$ cat src/rtl/iot_byte_tx_if.sv
// Upstream word handshake and consumer byte lane of the IoT byte serializer.
// The master side is the producer/consumer environment; the slave side is iot_byte_tx.
interface iot_byte_tx_if #(
    parameter int DATA_W = 128,
    parameter int BYTE_W = 8
);
    logic              word_valid;
    logic [DATA_W-1:0] word_data;
    logic              word_ready;
    logic              busy;
    logic              in_en;
    logic [BYTE_W-1:0] iot_in;

    modport master (
        output word_valid, word_data, busy,
        input  word_ready, in_en, iot_in
    );

    modport slave (
        input  word_valid, word_data, busy,
        output word_ready, in_en, iot_in
    );
endinterface

$ cat src/rtl/iot_byte_tx.sv
// Serializes DATA_W-bit words into BYTE_W-bit bytes, MSB byte first, for a fixed-length run.
// Optional macro IOT_TX_STALL_CNT_EN adds o_stall_cnt, counting busy stall cycles in SEND.
module iot_byte_tx #(
    parameter int DATA_W        = 128,
    parameter int BYTE_W        = 8,
    parameter int WORDS_PER_RUN = 96
) (
    input  logic         clk,
    input  logic         rst_n,
    input  logic         i_start,
    input  logic [2:0]   i_fn_sel_in,
    iot_byte_tx_if.slave bus,
    output logic [2:0]   o_fn_sel,
    output logic [6:0]   o_word_cnt,
    output logic         o_run_done
`ifdef IOT_TX_STALL_CNT_EN
    ,
    output logic [15:0]  o_stall_cnt
`endif
);

    localparam int              NBYTES    = DATA_W / BYTE_W;
    localparam int              BC_W      = $clog2(NBYTES);
    localparam logic [BC_W-1:0] LAST_BYTE = BC_W'(NBYTES - 1);
    localparam logic [6:0]      WPR       = 7'(WORDS_PER_RUN);

    typedef enum logic [1:0] {IDLE, LOAD, SEND, DONE} state_t;

    state_t            r_state;
    state_t            w_next;
    logic [DATA_W-1:0] r_shreg;
    logic [BC_W-1:0]   r_byte_cnt;
    logic              r_in_en;
    logic [BYTE_W-1:0] r_iot_in;
    logic [2:0]        r_fn_sel;
    logic [6:0]        r_word_cnt;
    logic              r_run_done;
    logic              w_word_ready;
    logic              w_last_byte;

    // Final byte of a word leaves on this edge; busy holds it back.
    assign w_last_byte = (r_state == SEND) && !bus.busy && (r_byte_cnt == LAST_BYTE);

    always_ff @(posedge clk or negedge rst_n) begin
        if (!rst_n) begin
            r_state <= IDLE;
        end else begin
            r_state <= w_next;
        end
    end

    always_comb begin
        w_next = r_state;
        case (r_state)
            IDLE:    if (i_start) w_next = LOAD;
            LOAD:    if (bus.word_valid) w_next = SEND;
            SEND:    if (w_last_byte) w_next = ((r_word_cnt + 7'd1) >= WPR) ? DONE : LOAD;
            DONE:    w_next = IDLE;
            default: w_next = IDLE;
        endcase
    end

    always_comb begin
        w_word_ready = (r_state == LOAD);
    end

`ifdef IOT_TX_STALL_CNT_EN
    logic [15:0] r_stall_cnt;

    function automatic logic [15:0] sat_inc16(input logic [15:0] v);
        return (v == 16'hFFFF) ? v : v + 16'd1;
    endfunction

    always_ff @(posedge clk or negedge rst_n) begin
        if (!rst_n) begin
            r_stall_cnt <= '0;
        end else if (r_state == IDLE && i_start) begin
            r_stall_cnt <= '0;
        end else if (r_state == SEND && bus.busy) begin
            r_stall_cnt <= sat_inc16(r_stall_cnt);
        end
    end

    assign o_stall_cnt = r_stall_cnt;
`endif

    always_ff @(posedge clk or negedge rst_n) begin
        if (!rst_n) begin
            r_shreg    <= '0;
            r_byte_cnt <= '0;
            r_in_en    <= 1'b0;
            r_iot_in   <= '0;
            r_fn_sel   <= '0;
            r_word_cnt <= '0;
            r_run_done <= 1'b0;
        end else begin
            r_in_en    <= 1'b0;
            r_run_done <= 1'b0;
            case (r_state)
                IDLE: begin
                    if (i_start) begin
                        r_fn_sel   <= i_fn_sel_in;
                        r_word_cnt <= '0;
                    end
                end
                LOAD: begin
                    if (bus.word_valid) begin
                        r_shreg    <= bus.word_data;
                        r_byte_cnt <= '0;
                    end
                end
                SEND: begin
                    // iot_in keeps its last byte through a stall so nothing is repeated or lost.
                    if (!bus.busy) begin
                        r_iot_in   <= r_shreg[DATA_W-1 -: BYTE_W];
                        r_in_en    <= 1'b1;
                        r_shreg    <= r_shreg << BYTE_W;
                        r_byte_cnt <= r_byte_cnt + 1'b1;
                        if (w_last_byte && r_word_cnt != WPR) begin
                            r_word_cnt <= r_word_cnt + 7'd1;
                        end
                    end
                end
                DONE: begin
                    r_run_done <= 1'b1;
                end
                default: begin
                    r_run_done <= 1'b0;
                end
            endcase
        end
    end

    assign bus.word_ready = w_word_ready;
    assign bus.in_en      = r_in_en;
    assign bus.iot_in     = r_iot_in;
    assign o_fn_sel       = r_fn_sel;
    assign o_word_cnt     = r_word_cnt;
    assign o_run_done     = r_run_done;

endmodule
$ cat src/flat_wrapper.sv
// flat-port wrapper written by rule: the top's interface ports become plain ports
module iot_byte_tx_flat 
#(
    parameter int DATA_W        = 128,
    parameter int BYTE_W        = 8,
    parameter int WORDS_PER_RUN = 96
)
  (clk, rst_n, i_start, i_fn_sel_in, o_fn_sel, o_word_cnt, o_run_done, bus_word_valid, bus_word_data, bus_busy, bus_word_ready, bus_in_en, bus_iot_in);
  iot_byte_tx_if #(.DATA_W(DATA_W), .BYTE_W(BYTE_W)) bus_i ();
  input  logic clk;
  input  logic rst_n;
  input  logic i_start;
  input  logic [2:0] i_fn_sel_in;
  output logic [2:0] o_fn_sel;
  output logic [6:0] o_word_cnt;
  output logic o_run_done;
  input wire logic [$bits(bus_i.word_valid)-1:0] bus_word_valid;
  input wire logic [$bits(bus_i.word_data)-1:0] bus_word_data;
  input wire logic [$bits(bus_i.busy)-1:0] bus_busy;
  output wire logic [$bits(bus_i.word_ready)-1:0] bus_word_ready;
  output wire logic [$bits(bus_i.in_en)-1:0] bus_in_en;
  output wire logic [$bits(bus_i.iot_in)-1:0] bus_iot_in;
  assign bus_i.word_valid = bus_word_valid;
  assign bus_i.word_data = bus_word_data;
  assign bus_i.busy = bus_busy;
  assign bus_word_ready = bus_i.word_ready;
  assign bus_in_en = bus_i.in_en;
  assign bus_iot_in = bus_i.iot_in;
  iot_byte_tx #(.DATA_W(DATA_W), .BYTE_W(BYTE_W), .WORDS_PER_RUN(WORDS_PER_RUN)) u_core (.clk(clk), .rst_n(rst_n), .i_start(i_start), .i_fn_sel_in(i_fn_sel_in), .bus(bus_i), .o_fn_sel(o_fn_sel), .o_word_cnt(o_word_cnt), .o_run_done(o_run_done));
endmodule
$ cat config.mk
export PLATFORM = sky130hd
export DESIGN_NAME = iot_byte_tx_flat
export DESIGN_NICKNAME = d
export VERILOG_FILES = /design/src/rtl/iot_byte_tx_if.sv /design/src/rtl/iot_byte_tx.sv /design/src/flat_wrapper.sv
export SDC_FILE = /design/constraint.sdc
export NUM_CORES = 1
export LEC_CHECK = 0
export BUFFER_PORTS_ARGS = -buffer_cell sky130_fd_sc_hd__buf_2
export CAP_MARGIN = 20
export CORE_ASPECT_RATIO = 1.2
export CORE_MARGIN = 1.5
export CORE_UTILIZATION = 58
export DETAILED_ROUTE_END_ITERATION = 8
export PLACE_DENSITY_LB_ADDON = 0.1
export SKIP_CTS_REPAIR_TIMING = 1
export SLEW_MARGIN = 15
export SYNTH_ARGS = -nofsm -noshare
export SYNTH_HDL_FRONTEND = slang
export SYNTH_SLANG_ARGS = --single-unit
$ cat constraint.sdc
create_clock -name clk -period 4.87 [get_ports clk]
set_input_delay 0.487 -clock clk [delete_from_list [all_inputs] [get_ports clk]]
set_output_delay 0.487 -clock clk [all_outputs]
set_load 0.01 [all_outputs]
# Word-level counts from Yosys, hierarchy flattened
# Index checks and enable logic that the tools add are counted.
# totals
reg_bits	154
latch_bits	0
mem_bits_rw	0
mem_bits_ro	0
input_bits	136
out_inout_bits	21
word_cells	52
mem_count	0
# op_classes
add_sub_neg	2
n_mul	0
div	0
order_cmp	1
eq_ne	10
shift	0
mux	18
n_bitwise	1
reduce_logical	12
# ops
cell	count
$mux W128	2
$pmux W128 S2	1
$mux W7	3
$pmux W7 S2	1
$mux W2	4
$mux W4	2
$ne A2 B2 Y1 const B	4
$pmux W2 S4	1
$pmux W4 S2	1
$add A7 B1 Y7 const B	1
$ge A7 B7 Y1 const B	1
$ne A7 B7 Y1 const B	1
$reduce_and A3 Y1	2
$add A4 B1 Y4 const B	1
$eq A2 B2 Y1 const B	2
$eq A4 B4 Y1 const B	1
$reduce_and A2 Y1	2
$reduce_and A4 Y1	1
$reduce_bool A2 Y1	2
$logic_and A1 B1 Y1	3
$mux W1	3
$eq A2 B1 Y1 const B	1
$logic_not A2 Y1	1
$ne A2 B1 Y1 const B	1
2 further kinds	2

# Depth between registers and ports, before layout
# depth
word_depth	7
mapped_depth	8
depth_no_buf	6

# Worst setup path before layout
# OpenSTA, ideal clock, no wires.
# synth_timing
kind	flip-flop to flip-flop
from	register u_core.r_word_cnt[0], in the netlist u_core.o_word_cnt[0]
to	register u_core.r_word_cnt[5], in the netlist u_core.o_word_cnt[5]
setup_ns	0.126
arrival_ns	1.572
required_time_ns	4.744
setup_slack_ns	3.172
path_stages_with_launch	7
path_buffers	0
period_less_slack_ns	1.698
cell_sequence	dfrtp_1 inv_1 ha_1 nor2b_1 a311oi_4 nor2_1 a221o_1
# synth_via
elab_chain_cells	4
elab_cells_between_ends	8
cone_classes	add/sub (1); eq/ne (2); mux (3); reduce/logical (2)
# synth_rtl
element	line	source
start: declaration	iot_byte_tx.sv:36	logic [6:0] r_word_cnt;
start signal: assignment	iot_byte_tx.sv:120	r_word_cnt <= r_word_cnt + 7'd1;
$add A7 B1 Y7 / $ne A7 B7 Y1 (equally long branches)	iot_byte_tx.sv:120, iot_byte_tx.sv:119	
$mux W7 / $logic_and A1 B1 Y1 (equally long branches)	iot_byte_tx.sv:119	if (w_last_byte && r_word_cnt != WPR) begin
$mux W7 / $ne A2 B2 Y1 (equally long branches)	n/a	
$pmux W7 S2 / $reduce_and A4 Y1 (equally long branches)	n/a	
# Several ways; a longest one is shown, not always the timed one. The select of a mux whose other input is x is not followed.
# A chain may end at the register's enable or synchronous reset.

# Final worst setup path
# layout_timing
from	register u_core.r_state[1]
to	register u_core.r_shreg[76]
# layout_via
elab_chain_cells	3
elab_cells_between_ends	7
cone_classes	eq/ne (4); mux (1); reduce/logical (2)
# layout_rtl
element	line	source
start: declaration	iot_byte_tx.sv:29	state_t r_state;
start signal: assignment	iot_byte_tx.sv:48	r_state <= w_next;
$eq A2 B2 Y1 / $eq A2 B1 Y1 (equally long branches)	iot_byte_tx.sv:99	case (r_state)
$ne A2 B2 Y1 (no source line) / $reduce_bool A2 Y1 (equally long branches)	n/a	
$reduce_and A3 Y1 (no source line)	n/a	
end signal: assignment	iot_byte_tx.sv:108	r_shreg <= bus.word_data;
end signal: assignment	iot_byte_tx.sv:117	r_shreg <= r_shreg << BYTE_W;
end: declaration	iot_byte_tx.sv:31	logic [DATA_W-1:0] r_shreg;
# Several ways; a longest one is shown, not always the timed one.

==> flow_summary.json <==
{
  "cts-root-buf": "clkbuf_16",
  "powerDensity_nw_per_um2": 601,
  "synth_seq_cells": 154,
  "maxSlewHeadroom_pct": 26.9,
  "power.total_mw": 5.02,
  "tns_ps": 0,
  "syn_area_um2": 7020,
  "fp-row-count": 43,
  "design.core.area_um2": 11700,
  "syn_area_per_cell_um2": 11.0,
  "finalCritPeriodShare_pct": 52.6,
  "firstDrtPassIters": 4,
  "cp.required_ps": 5140,
  "grt_pass1_vias": 4923,
  "io_pins": 157,
  "rr_endpoint": "u_core.r_shreg[76]",
  "dp_hpwl_um": 10200,
  "cts.sinks": 154,
  "ys_types": 43,
  "synth_area_leaders": "dfrtp_1 (55%), mux2i_1 (17%), nand2_1 (6.6%)",
  "finClkSkew_ps": 9.59,
  "yosys_warnings": 0,
  "via_per_inst": 5.30,
  "crit_path_end_kind": "flip-flop",
  "crit_arrival_ps": 2830,
  "grt_max_degree": 137,
  "multiInputGateArea_um2": 2890,
  "final_cell_mix": "buf_2 (155), dfrtp_1 (154), nand2_1 (123), mux2i_1 (121), o21ai_0 (84)",
  "nets": 917,
  "worstMarginPinSlew_ps": 1100,
  "ir_worst_vdd_mv": 0.342,
  "initial_utilization_pct": 60.1,
  "drive_gt1_share_pct": 27.1,
  "grt.overflow.total": 0,
  "drt_iter0_drc": 253,
  "placed_cell_area_um2": 7810,
  "antennaDiodeCount": 0,
  "max_cap_viol_count": 0,
  "mostFrequentLayoutCell": "buf_2",
  "avgRoutedWirePerCell_um": 15.5,
  "die_height_um": 124,
  "synth_edf_count": 0,
  "p_leak_nw": 4.63,
  "cts.clk_slew.worst_paths_ps": 60,
  "numCtsBuffers": 17,
  "period_needed_ps": 2560,
  "r2r_slack_ps": 2310,
  "synth_fp_nets": 778,
  "ys_async_sr_fraction_pct": 100,
  "critPathKind": "flip-flop to flip-flop",
  "r2r_cells": 5,
  "htree_levels": 4,
  "vias": 5020,
  "n_fill_cell": 897,
  "grtUsageTotal_pct": 24.2,
  "hold_viol": 0,
  "area_delta_synth_final_pct": 19.1,
  "cts_buffer_depth": 2,
  "finalMaxSlewViolations": 0,
  "cp_max_fo": 136,
  "fin_area_um2": 8360,
  "yosysSeqAreaShare_pct": 54.9,
  "syn_inst": 639,
  "route.detailed.drc": 0,
  "netlist.area_leader.share_pct": 54.9,
  "grt_pass1_wl_um": 23200,
  "rsz0062_at_grt": "false",
  "r2r-start": "u_core.r_state[1]",
  "setup_viol": 0,
  "outcome": "finished, final reports clean",
  "register_area_um2": 3850,
  "ant_nets": 0,
  "synthFlopType": "dfrtp_1",
  "dieArea_um2": 12800,
  "portBuffers": 156,
  "routed_wirelength_um": 14700,
  "max_freq_ghz": 0.390,
  "startpoint_type": "flip-flop",
  "antenna_found_initial": 0,
  "hold_path_class": "input port to async pin",
  "fp.dieW_um": 103,
  "place.gp.congestion": 0.808,
  "cts_tree": "yes",
  "yosys.area.top_type": "dfrtp_1",
  "clkLatencyLatePin_ps": 420
}
power by group:
group | switching, mW | internal, mW | total [mW]
clock network | 0.489 | 0.733 | 1.22
registers | 0.306 | 1.84 | 2.15
logic | 0.922 | 0.732 | 1.65
final cells by class:
type	count	area share, %
Tap cell	157	2.35
Clock buffer	22	5.67
Inverter	4	0.180
Clock inverter	9	0.868
Multi-Input combinational cell	437	34.5
Sequential cell	154	46.1
Timing Repair Buffer	164	10.3
cells by family (layout without fill, tap and decap cells):
group	after synthesis	in the layout	share of synthesized area [%]
adder cells (fa/ha/maj)	3	3	0.535
AO/OA/AOI/OAI	148	148	11.9
multiplexers	132	132	19.0
XOR/XNOR	2	2	0.250
buffers and inverters	48	199	4.05
flip-flops	154	154	54.9
AND/OR/NAND/NOR	152	152	9.38
critical path: stages (launching register included):
cell and delay (ps):
dfrtp_1 450, or3b_4 300, inv_2 130, nor2_4 790
buf_12 440, o21ai_0 190
cell usage after synthesis, types with 2 or more instances:
cell type  number
mux2i_1       121
a31oi_1         3
or3b_2          2
o21ai_0        84
buf_6          11
nand3_1         3
mux2_2         11
ha_1            3
inv_1           3
dfrtp_1       154
and2_1          2
and3_1          2
nand2_1       123
o31ai_1         2
buf_2          14
o21ai_1        40
nor2b_1         2
clkbuf_1       18
o22ai_1         2
a22o_1         11
nor2_1          6
state kept, by name, indices dropped and copies added (netlist names):
register / cells
u_core.r_shreg: 128
u_core.bus.iot_in: 8
u_core.o_word_cnt: 7
u_core.r_byte_cnt: 4
u_core.o_fn_sel: 3
u_core.r_state: 2
u_core.bus.in_en: 1
u_core.o_run_done: 1
stage by stage:
stage	hold slack, ps	cells	setup slack (ps)	utilization [%]
final	83.3	947	2310	71.6
after floorplan	191	639	3170	-
after global placement	461	916	2350	66.9
after global routing	122	947	2110	71.6
after CTS	93.5	947	2330	71.6
after detailed placement	469	916	2320	66.9
layer usage:
metal | global-route usage, % | vias up | wire, um
met3 | 6.78 | 20 | 812
met5 | 0 | - | 0
li1 | - | 2510 | -
met4 | 8.95 | 0 | 286
met2 | 40.5 | 134 | 7290
met1 | 29.8 | 2356 | 6300
worst max-delay path by stage:
stage | start | endpoint | slack [ps] | depth (start not counted)
4_1_cts | u_core.r_state[1] | u_core.r_shreg[13] | 2330 | 4
3_5_place_dp | bus_word_valid | u_core.r_shreg[92] | 2320 | 5
2_1_floorplan | u_core.o_word_cnt[0] | u_core.o_word_cnt[5] | 3170 | 6
5_1_grt | u_core.r_state[1] | u_core.r_shreg[84] | 2110 | 5
6_report | u_core.r_state[1] | u_core.r_shreg[76] | 2310 | 5
3_3_place_gp | u_core.r_state[1] | u_core.r_shreg[13] | 2350 | 4
Note: power is estimated with default switching activity, not from simulation.
